[src/rtl/cv32e40p_x_resp_buffer_if.sv]
// X-interface bundle between core, response buffer and coprocessor wrapper.
// The slave modport is the buffer's view; the master modport drives the buffer.
interface cv32e40p_x_resp_buffer_if #(
   parameter int DATA_WIDTH = 32
);
   logic                  x_valid;
   logic                  x_ready;
   logic                  x_accept;
   logic                  x_writeback;
   logic                  x_q_valid;
   logic                  x_q_ready;
   logic                  x_k_accept;
   logic                  x_k_writeback;
   logic                  x_p_valid;
   logic                  x_p_ready;
   logic [4:0]            x_p_rd;
   logic [DATA_WIDTH-1:0] x_p_data;
   logic                  x_p_dualwb;
   logic                  x_p_type;
   logic                  x_p_error;
   logic                  x_rvalid;
   logic                  x_rready;
   logic [4:0]            x_rd;
   logic [DATA_WIDTH-1:0] x_data;
   logic                  x_dualwb;
   logic                  x_type;
   logic                  x_error;

   modport slave (
      input  x_valid, x_q_ready, x_k_accept, x_k_writeback,
      input  x_p_valid, x_p_rd, x_p_data, x_p_dualwb, x_p_type, x_p_error,
      input  x_rready,
      output x_ready, x_accept, x_writeback, x_q_valid, x_p_ready,
      output x_rvalid, x_rd, x_data, x_dualwb, x_type, x_error
   );

   modport master (
      output x_valid, x_q_ready, x_k_accept, x_k_writeback,
      output x_p_valid, x_p_rd, x_p_data, x_p_dualwb, x_p_type, x_p_error,
      output x_rready,
      input  x_ready, x_accept, x_writeback, x_q_valid, x_p_ready,
      input  x_rvalid, x_rd, x_data, x_dualwb, x_type, x_error
   );
endinterface

[src/rtl/cv32e40p_x_resp_buffer.sv]
// Credit-managed X-interface response buffer: every accepted writeback offload owns a FIFO slot.
// Define CV32E40P_X_RESP_BYPASS_EN to forward a response straight to the core when the FIFO is empty.
module cv32e40p_x_resp_buffer #(
   parameter int DEPTH      = 4,
   parameter int DATA_WIDTH = 32
) (
   input  logic                     clk_i,
   input  logic                     rst_ni,
   cv32e40p_x_resp_buffer_if.slave  x,
   output logic                     err_o
);
   localparam int PTR_W   = (DEPTH > 1) ? $clog2(DEPTH) : 1;
   localparam int CNT_W   = $clog2(DEPTH + 1);
   localparam int SUM_W   = $clog2(2 * DEPTH + 1);
   localparam int ENTRY_W = 5 + DATA_WIDTH + 3;

   logic [ENTRY_W-1:0] mem [DEPTH];
   logic [PTR_W-1:0]   rd_ptr;
   logic [PTR_W-1:0]   wr_ptr;
   logic [CNT_W-1:0]   count;
   logic [CNT_W-1:0]   pending;
   logic [SUM_W-1:0]   credit_sum;
   logic               credit_ok;
   logic               req_hs;
   logic               reserve;
   logic               push;
   logic               store;
   logic               fifo_empty;
   logic               fifo_pop;
   logic [ENTRY_W-1:0] push_entry;
   logic [ENTRY_W-1:0] head_entry;
   logic [ENTRY_W-1:0] out_entry;

   // Outstanding reservations plus queued entries must leave room for one more response.
   assign credit_sum = SUM_W'(pending) + SUM_W'(count);
   assign credit_ok  = credit_sum < SUM_W'(DEPTH);

   assign x.x_q_valid   = x.x_valid & credit_ok;
   assign x.x_ready     = x.x_q_ready & credit_ok;
   assign x.x_accept    = x.x_k_accept;
   assign x.x_writeback = x.x_k_writeback;
   assign req_hs        = x.x_valid & x.x_q_ready & credit_ok;
   assign reserve       = req_hs & x.x_k_accept & x.x_k_writeback;

   assign x.x_p_ready = count < CNT_W'(DEPTH);
   assign push        = x.x_p_valid & x.x_p_ready;
   assign push_entry  = {x.x_p_rd, x.x_p_data, x.x_p_dualwb, x.x_p_type, x.x_p_error};
   assign fifo_empty  = count == '0;
   assign head_entry  = mem[rd_ptr];

`ifdef CV32E40P_X_RESP_BYPASS_EN
   logic bypass;

   // A response landing in an empty FIFO is shown immediately and skips storage if taken.
   assign bypass     = fifo_empty & push;
   assign x.x_rvalid = ~fifo_empty | bypass;
   assign out_entry  = bypass ? push_entry : head_entry;
   assign store      = push & ~(bypass & x.x_rready);
`else
   assign x.x_rvalid = ~fifo_empty;
   assign out_entry  = head_entry;
   assign store      = push;
`endif

   assign fifo_pop = x.x_rvalid & x.x_rready & ~fifo_empty;
   assign {x.x_rd, x.x_data, x.x_dualwb, x.x_type, x.x_error} =
      x.x_rvalid ? out_entry : '0;

   always_ff @(posedge clk_i) begin
      if (store) begin
         mem[wr_ptr] <= push_entry;
      end
   end

   // Pointers wrap explicitly so non-power-of-two depths stay in range.
   always_ff @(posedge clk_i or negedge rst_ni) begin
      if (!rst_ni) begin
         rd_ptr  <= '0;
         wr_ptr  <= '0;
         count   <= '0;
         pending <= '0;
         err_o   <= 1'b0;
      end else begin
         if (store) begin
            wr_ptr <= (wr_ptr == PTR_W'(DEPTH - 1)) ? '0 : wr_ptr + PTR_W'(1);
         end
         if (fifo_pop) begin
            rd_ptr <= (rd_ptr == PTR_W'(DEPTH - 1)) ? '0 : rd_ptr + PTR_W'(1);
         end
         unique case ({store, fifo_pop})
            2'b10:   count <= count + CNT_W'(1);
            2'b01:   count <= count - CNT_W'(1);
            default: count <= count;
         endcase
         unique case ({reserve, push})
            2'b10:   pending <= pending + CNT_W'(1);
            2'b01:   pending <= (pending != '0) ? pending - CNT_W'(1) : pending;
            default: pending <= pending;
         endcase
         if (push && pending == '0) begin
            err_o <= 1'b1;
         end
      end
   end
endmodule

[src/flat_wrapper.sv]
// flat-port wrapper written by rule: the top's interface ports become plain ports
module cv32e40p_x_resp_buffer_flat 
#(
   parameter int DEPTH      = 4,
   parameter int DATA_WIDTH = 32
)
  (clk_i, rst_ni, err_o, x_x_valid, x_x_q_ready, x_x_k_accept, x_x_k_writeback, x_x_p_valid, x_x_p_rd, x_x_p_data, x_x_p_dualwb, x_x_p_type, x_x_p_error, x_x_rready, x_x_ready, x_x_accept, x_x_writeback, x_x_q_valid, x_x_p_ready, x_x_rvalid, x_x_rd, x_x_data, x_x_dualwb, x_x_type, x_x_error);
  cv32e40p_x_resp_buffer_if #(.DATA_WIDTH(DATA_WIDTH)) x_i ();
  input  logic clk_i;
  input  logic rst_ni;
  output logic err_o;
  input wire logic [$bits(x_i.x_valid)-1:0] x_x_valid;
  input wire logic [$bits(x_i.x_q_ready)-1:0] x_x_q_ready;
  input wire logic [$bits(x_i.x_k_accept)-1:0] x_x_k_accept;
  input wire logic [$bits(x_i.x_k_writeback)-1:0] x_x_k_writeback;
  input wire logic [$bits(x_i.x_p_valid)-1:0] x_x_p_valid;
  input wire logic [$bits(x_i.x_p_rd)-1:0] x_x_p_rd;
  input wire logic [$bits(x_i.x_p_data)-1:0] x_x_p_data;
  input wire logic [$bits(x_i.x_p_dualwb)-1:0] x_x_p_dualwb;
  input wire logic [$bits(x_i.x_p_type)-1:0] x_x_p_type;
  input wire logic [$bits(x_i.x_p_error)-1:0] x_x_p_error;
  input wire logic [$bits(x_i.x_rready)-1:0] x_x_rready;
  output wire logic [$bits(x_i.x_ready)-1:0] x_x_ready;
  output wire logic [$bits(x_i.x_accept)-1:0] x_x_accept;
  output wire logic [$bits(x_i.x_writeback)-1:0] x_x_writeback;
  output wire logic [$bits(x_i.x_q_valid)-1:0] x_x_q_valid;
  output wire logic [$bits(x_i.x_p_ready)-1:0] x_x_p_ready;
  output wire logic [$bits(x_i.x_rvalid)-1:0] x_x_rvalid;
  output wire logic [$bits(x_i.x_rd)-1:0] x_x_rd;
  output wire logic [$bits(x_i.x_data)-1:0] x_x_data;
  output wire logic [$bits(x_i.x_dualwb)-1:0] x_x_dualwb;
  output wire logic [$bits(x_i.x_type)-1:0] x_x_type;
  output wire logic [$bits(x_i.x_error)-1:0] x_x_error;
  assign x_i.x_valid = x_x_valid;
  assign x_i.x_q_ready = x_x_q_ready;
  assign x_i.x_k_accept = x_x_k_accept;
  assign x_i.x_k_writeback = x_x_k_writeback;
  assign x_i.x_p_valid = x_x_p_valid;
  assign x_i.x_p_rd = x_x_p_rd;
  assign x_i.x_p_data = x_x_p_data;
  assign x_i.x_p_dualwb = x_x_p_dualwb;
  assign x_i.x_p_type = x_x_p_type;
  assign x_i.x_p_error = x_x_p_error;
  assign x_i.x_rready = x_x_rready;
  assign x_x_ready = x_i.x_ready;
  assign x_x_accept = x_i.x_accept;
  assign x_x_writeback = x_i.x_writeback;
  assign x_x_q_valid = x_i.x_q_valid;
  assign x_x_p_ready = x_i.x_p_ready;
  assign x_x_rvalid = x_i.x_rvalid;
  assign x_x_rd = x_i.x_rd;
  assign x_x_data = x_i.x_data;
  assign x_x_dualwb = x_i.x_dualwb;
  assign x_x_type = x_i.x_type;
  assign x_x_error = x_i.x_error;
  cv32e40p_x_resp_buffer #(.DEPTH(DEPTH), .DATA_WIDTH(DATA_WIDTH)) u_core (.clk_i(clk_i), .rst_ni(rst_ni), .x(x_i), .err_o(err_o));
endmodule
[config.mk]
export PLATFORM = sky130hd
export DESIGN_NAME = cv32e40p_x_resp_buffer_flat
export DESIGN_NICKNAME = d
export VERILOG_FILES = /design/src/rtl/cv32e40p_x_resp_buffer_if.sv /design/src/rtl/cv32e40p_x_resp_buffer.sv /design/src/flat_wrapper.sv
export SDC_FILE = /design/constraint.sdc
export NUM_CORES = 1
export LEC_CHECK = 0
export ABC_AREA = 1
export CORE_UTILIZATION = 55
export CTS_CLUSTER_DIAMETER = 120
export DETAILED_ROUTE_END_ITERATION = 10
export MAX_ROUTING_LAYER = met4
export PLACE_DENSITY = 0.8
export SLEW_MARGIN = 5
export SYNTH_ARGS = -nofsm -noshare
export SYNTH_HDL_FRONTEND = slang
export SYNTH_SLANG_ARGS = --single-unit
[constraint.sdc]
create_clock -name clk_i -period 3.05 [get_ports clk_i]
set_input_delay 0.61 -clock clk_i [delete_from_list [all_inputs] [get_ports clk_i]]
set_output_delay 0.61 -clock clk_i [all_outputs]
set_load 0.02 [all_outputs]
==> flow_metrics.env <==
export IMPL_status="finished clean"
export IMPL_fmax_mhz=339
export IMPL_die_h_um=114
export IMPL_rsz0062_at_grt="no"
export IMPL_finalWeightedCongestion=0.736
export IMPL_ant_nets=0
export IMPL_grt_util_all_layers_pct=24.8
export IMPL_start_kind="flip-flop"
export IMPL_antenna_found_initial=0
export IMPL_worstSetupPathDepth=6
export IMPL_grt_max_degree=43
export IMPL_crit_chain="buf_6 > nor2_1 > nor2_1 > o21ai_1 > a21oi_1 > clkdlybuf4s50_1"
export IMPL_finalPower_mw=9.10
export IMPL_vias=4666
export IMPL_core_um2=12200
export IMPL_timing_final_crit_share_pct=96.8
export IMPL_hold_depth=2
export IMPL_synth_top_area_share_pct=69.3
export IMPL_dr_first_iter_drc_count=307
export IMPL_cts_buffers=17
export IMPL_start_util_pct=57.0
export IMPL_clockBufferDepth=2
export IMPL_vias_per_cell=5.52
export IMPL_drtPass1Iterations=7
export IMPL_async_flop_share_pct=6.43
export IMPL_ys_ff_latch=171
export IMPL_layout_nets=724
export IMPL_maxSlewViolCount=0
export IMPL_timing_reg2reg_setup_slack_ns=0.92
export IMPL_hold_buffers=0
export IMPL_path_buf_inv=2
export IMPL_synth_cells_most_frequent="nor2_1 (167), edfxtp_1 (160), o21ai_0 (54)"
export IMPL_io_pins=95
export IMPL_routed_top_layer="met4"
export IMPL_synth_largest_area_cell="edfxtp_1"
export IMPL_wl_met2_mm=7.67
export IMPL_routed_wl_met3_um=793
export IMPL_criticalPathCategory="reg -> out"
export IMPL_tightestPinTransition_ns=0.518
export IMPL_yosysWarningCount=0
export IMPL_synth_simple_area_share_pct=11.7
export IMPL_vdd_drop_max_mv=0.806
export IMPL_dieArea_um2=13100
export IMPL_insertion_delay_ns=0.43
export IMPL_synth_main_ff_cell="edfxtp_1"
export IMPL_diodes=0
export IMPL_crit_top_cell="nor2_1"
export IMPL_grt_pass1_wl_mm=23.1
export IMPL_postCtsResizedCells=0
export IMPL_wl_met1_mm=6.07
export IMPL_final_util_pct=71.8
export IMPL_placementRows=40
export IMPL_die_w_um=114
export IMPL_fin_skew_ns=0.00669
export IMPL_root_buffer="clkbuf_16"
export IMPL_ys_seq_area_share_pct=73.3
export IMPL_slowest_delay_ns=0.64
export IMPL_io_buffers=94
export IMPL_hold_violations=0
export IMPL_routed_wl_mm=14.8
export IMPL_slowest_stage="clkdlybuf4s50_1"
export IMPL_power_density_nw_per_um2=1040
export IMPL_path_max_fanout=42
export IMPL_max_slew_margin_pct=65.3
export IMPL_setup_viol=0
export IMPL_finalCriticalPeriod_ns=2.95
export IMPL_synth_mux_area_share_pct=0
export IMPL_arrival_ns=2.34
export IMPL_r2r_cells=11
export IMPL_p_leak_nw=3.08
export IMPL_yosysMostFrequentCell="nor2_1"
export IMPL_grt_pass1_vias=4748
export IMPL_dp_hpwl_mm=8.97
export IMPL_ys_types=28
export IMPL_synthAdderAreaFrac_pct=2.02
export IMPL_clk_pin_slew_ns=0.06
export IMPL_cts_setup_buffers=0
export IMPL_min_path_type="reg -> reg"
export IMPL_syn_nets=626
export IMPL_netlist_instances=568
export IMPL_wl_per_cell_um=17.5
export IMPL_crit_family="buffers and inverters"
export IMPL_area_growth_syn_to_layout_pct=26.0
export IMPL_synth_edf_count=160
export IMPL_setup_tns_ns=0
export IMPL_synth_area_top_cells="edfxtp_1 (69%), nor2_1 (9.0%), dfrtp_1 (4.0%), o21ai_0 (3.9%), a21oi_1 (3.0%)"
export IMPL_synth_xor_area_share_pct=0.253
export IMPL_cts_tree="yes"
export IMPL_maxCapViolCount=0
export IMPL_overflow=0
export IMPL_drive_gt1_share_pct=10.2
export IMPL_synth_compound_area_share_pct=9.36
export IMPL_syn_area_um2=6930
export IMPL_drcViolationCount=0
export IMPL_cp_required_ns=2.44
export IMPL_cts_max_level=4
export IMPL_cp_end_kind="primary output"
export IMPL_synth_top_family_by_area="simple AND/OR/NAND/NOR gates"
export IMPL_syn_area_per_cell_um2=12.2
export IMPL_clock_sinks=171
-- worst min-delay path, stage by stage (launching register included) --
cell,delay (ns)
dfrtp_1,0.34
inv_1,0.04
nand2_1,0.06
-- report_power, final --
part	internal (mW)	total, mW	switching, mW
sequential	2.94	3.08	0.136
clock	1.19	2.03	0.837
combinational	1.59	3.99	2.41
total	5.72	9.10	3.38
-- cells by family after synthesis --
group	count (synthesis)
AND/OR/NAND/NOR	201
flip-flops	171
AO/OA/AOI/OAI	129
buffers and inverters	55
adder cells (fa/ha/maj)	10
XOR/XNOR	2
-- state kept, by name, indices dropped and copies added (netlist names) --
register / count
u_core.mem: 160
u_core.err_o: 1
u_core.wr_ptr: 2
u_core.count: 3
u_core.pending: 3
u_core.rd_ptr: 2
-- worst paths after layout --
kind                                   from                end
max in group asynchronous            rst_ni   u_core.rd_ptr[0]
setup reg to reg            u_core.count[0]    u_core.count[2]
hold / removal                 u_core.err_o       u_core.err_o
setup / recovery           u_core.rd_ptr[0]        x_x_data[5]
hold reg to reg                u_core.err_o       u_core.err_o
min in group asynchronous            rst_ni  u_core.pending[2]
-- cells in the final DEF (no fill, tap or decap) --
cell             netlist  layout
buf_4                  2      10
bufinv_16              0       2
buf_6                  1       2
o21ai_1               33      33
nand4_1                2       2
buf_12                 0       4
o21ai_2                1       1
clkinv_1               0       1
nand3_2                1       1
clkbuf_16              0      17
inv_2                  5       5
clkbuf_1              18       1
xnor2_1                1       1
dfrtp_2                0       2
nor2_4                 0       4
nand3_1                8       8
clkinvlp_4             0       3
clkinv_2               2       6
clkinv_4               0       2
nor2_2                 2       2
o21ai_0               54      54
nand2_1               14      14
edfxtp_1             160     160
nor2_1               167     163
dlymetal6s2s_1         0       3
dfrtp_1               11       9
xor2_1                 1       1
inv_1                 16      16
nand2_2                4       4
a21oi_1               41      41
buf_8                  0       1
fa_1                   2       2
inv_4                  0       1
clkdlybuf4s50_1        0      91
nor3_4                 0       1
nor3b_1                1       1
nand4_2                1       1
ha_1                   8       8
-- metrics by stage --
step	instances	hold slack (ns)	area (um2)	setup WS, ns
after detailed placement	815	0.463	8150	0.478
after CTS	846	0.483	8710	0.0212
after global routing	846	0.522	8730	0.00651
final	846	0.479	8730	0.0969
after floorplan	568	0.314	6930	0.199
after global placement	815	0.456	8150	0.541
-- cell type report --
| cell class | count | area (um2) |
|---|---|---|
| Clock buffer | 18 | 429 |
| Clock inverter | 13 | 129 |
| Multi-Input combinational cell | 342 | 1650 |
| Sequential cell | 171 | 5080 |
| Fill cell | 806 | 3430 |
| Tap cell | 168 | 210 |
| Inverter | 23 | 90.1 |
| Timing Repair Buffer | 111 | 1140 |
-- per-layer routing --
metal,global-route usage [%],vias up
li1,-,2182
met1,29.2,2287
met2,40.8,174
met3,5.77,23
met4,11.3,0
met5,-,-
(Power assumes the default switching activity.)
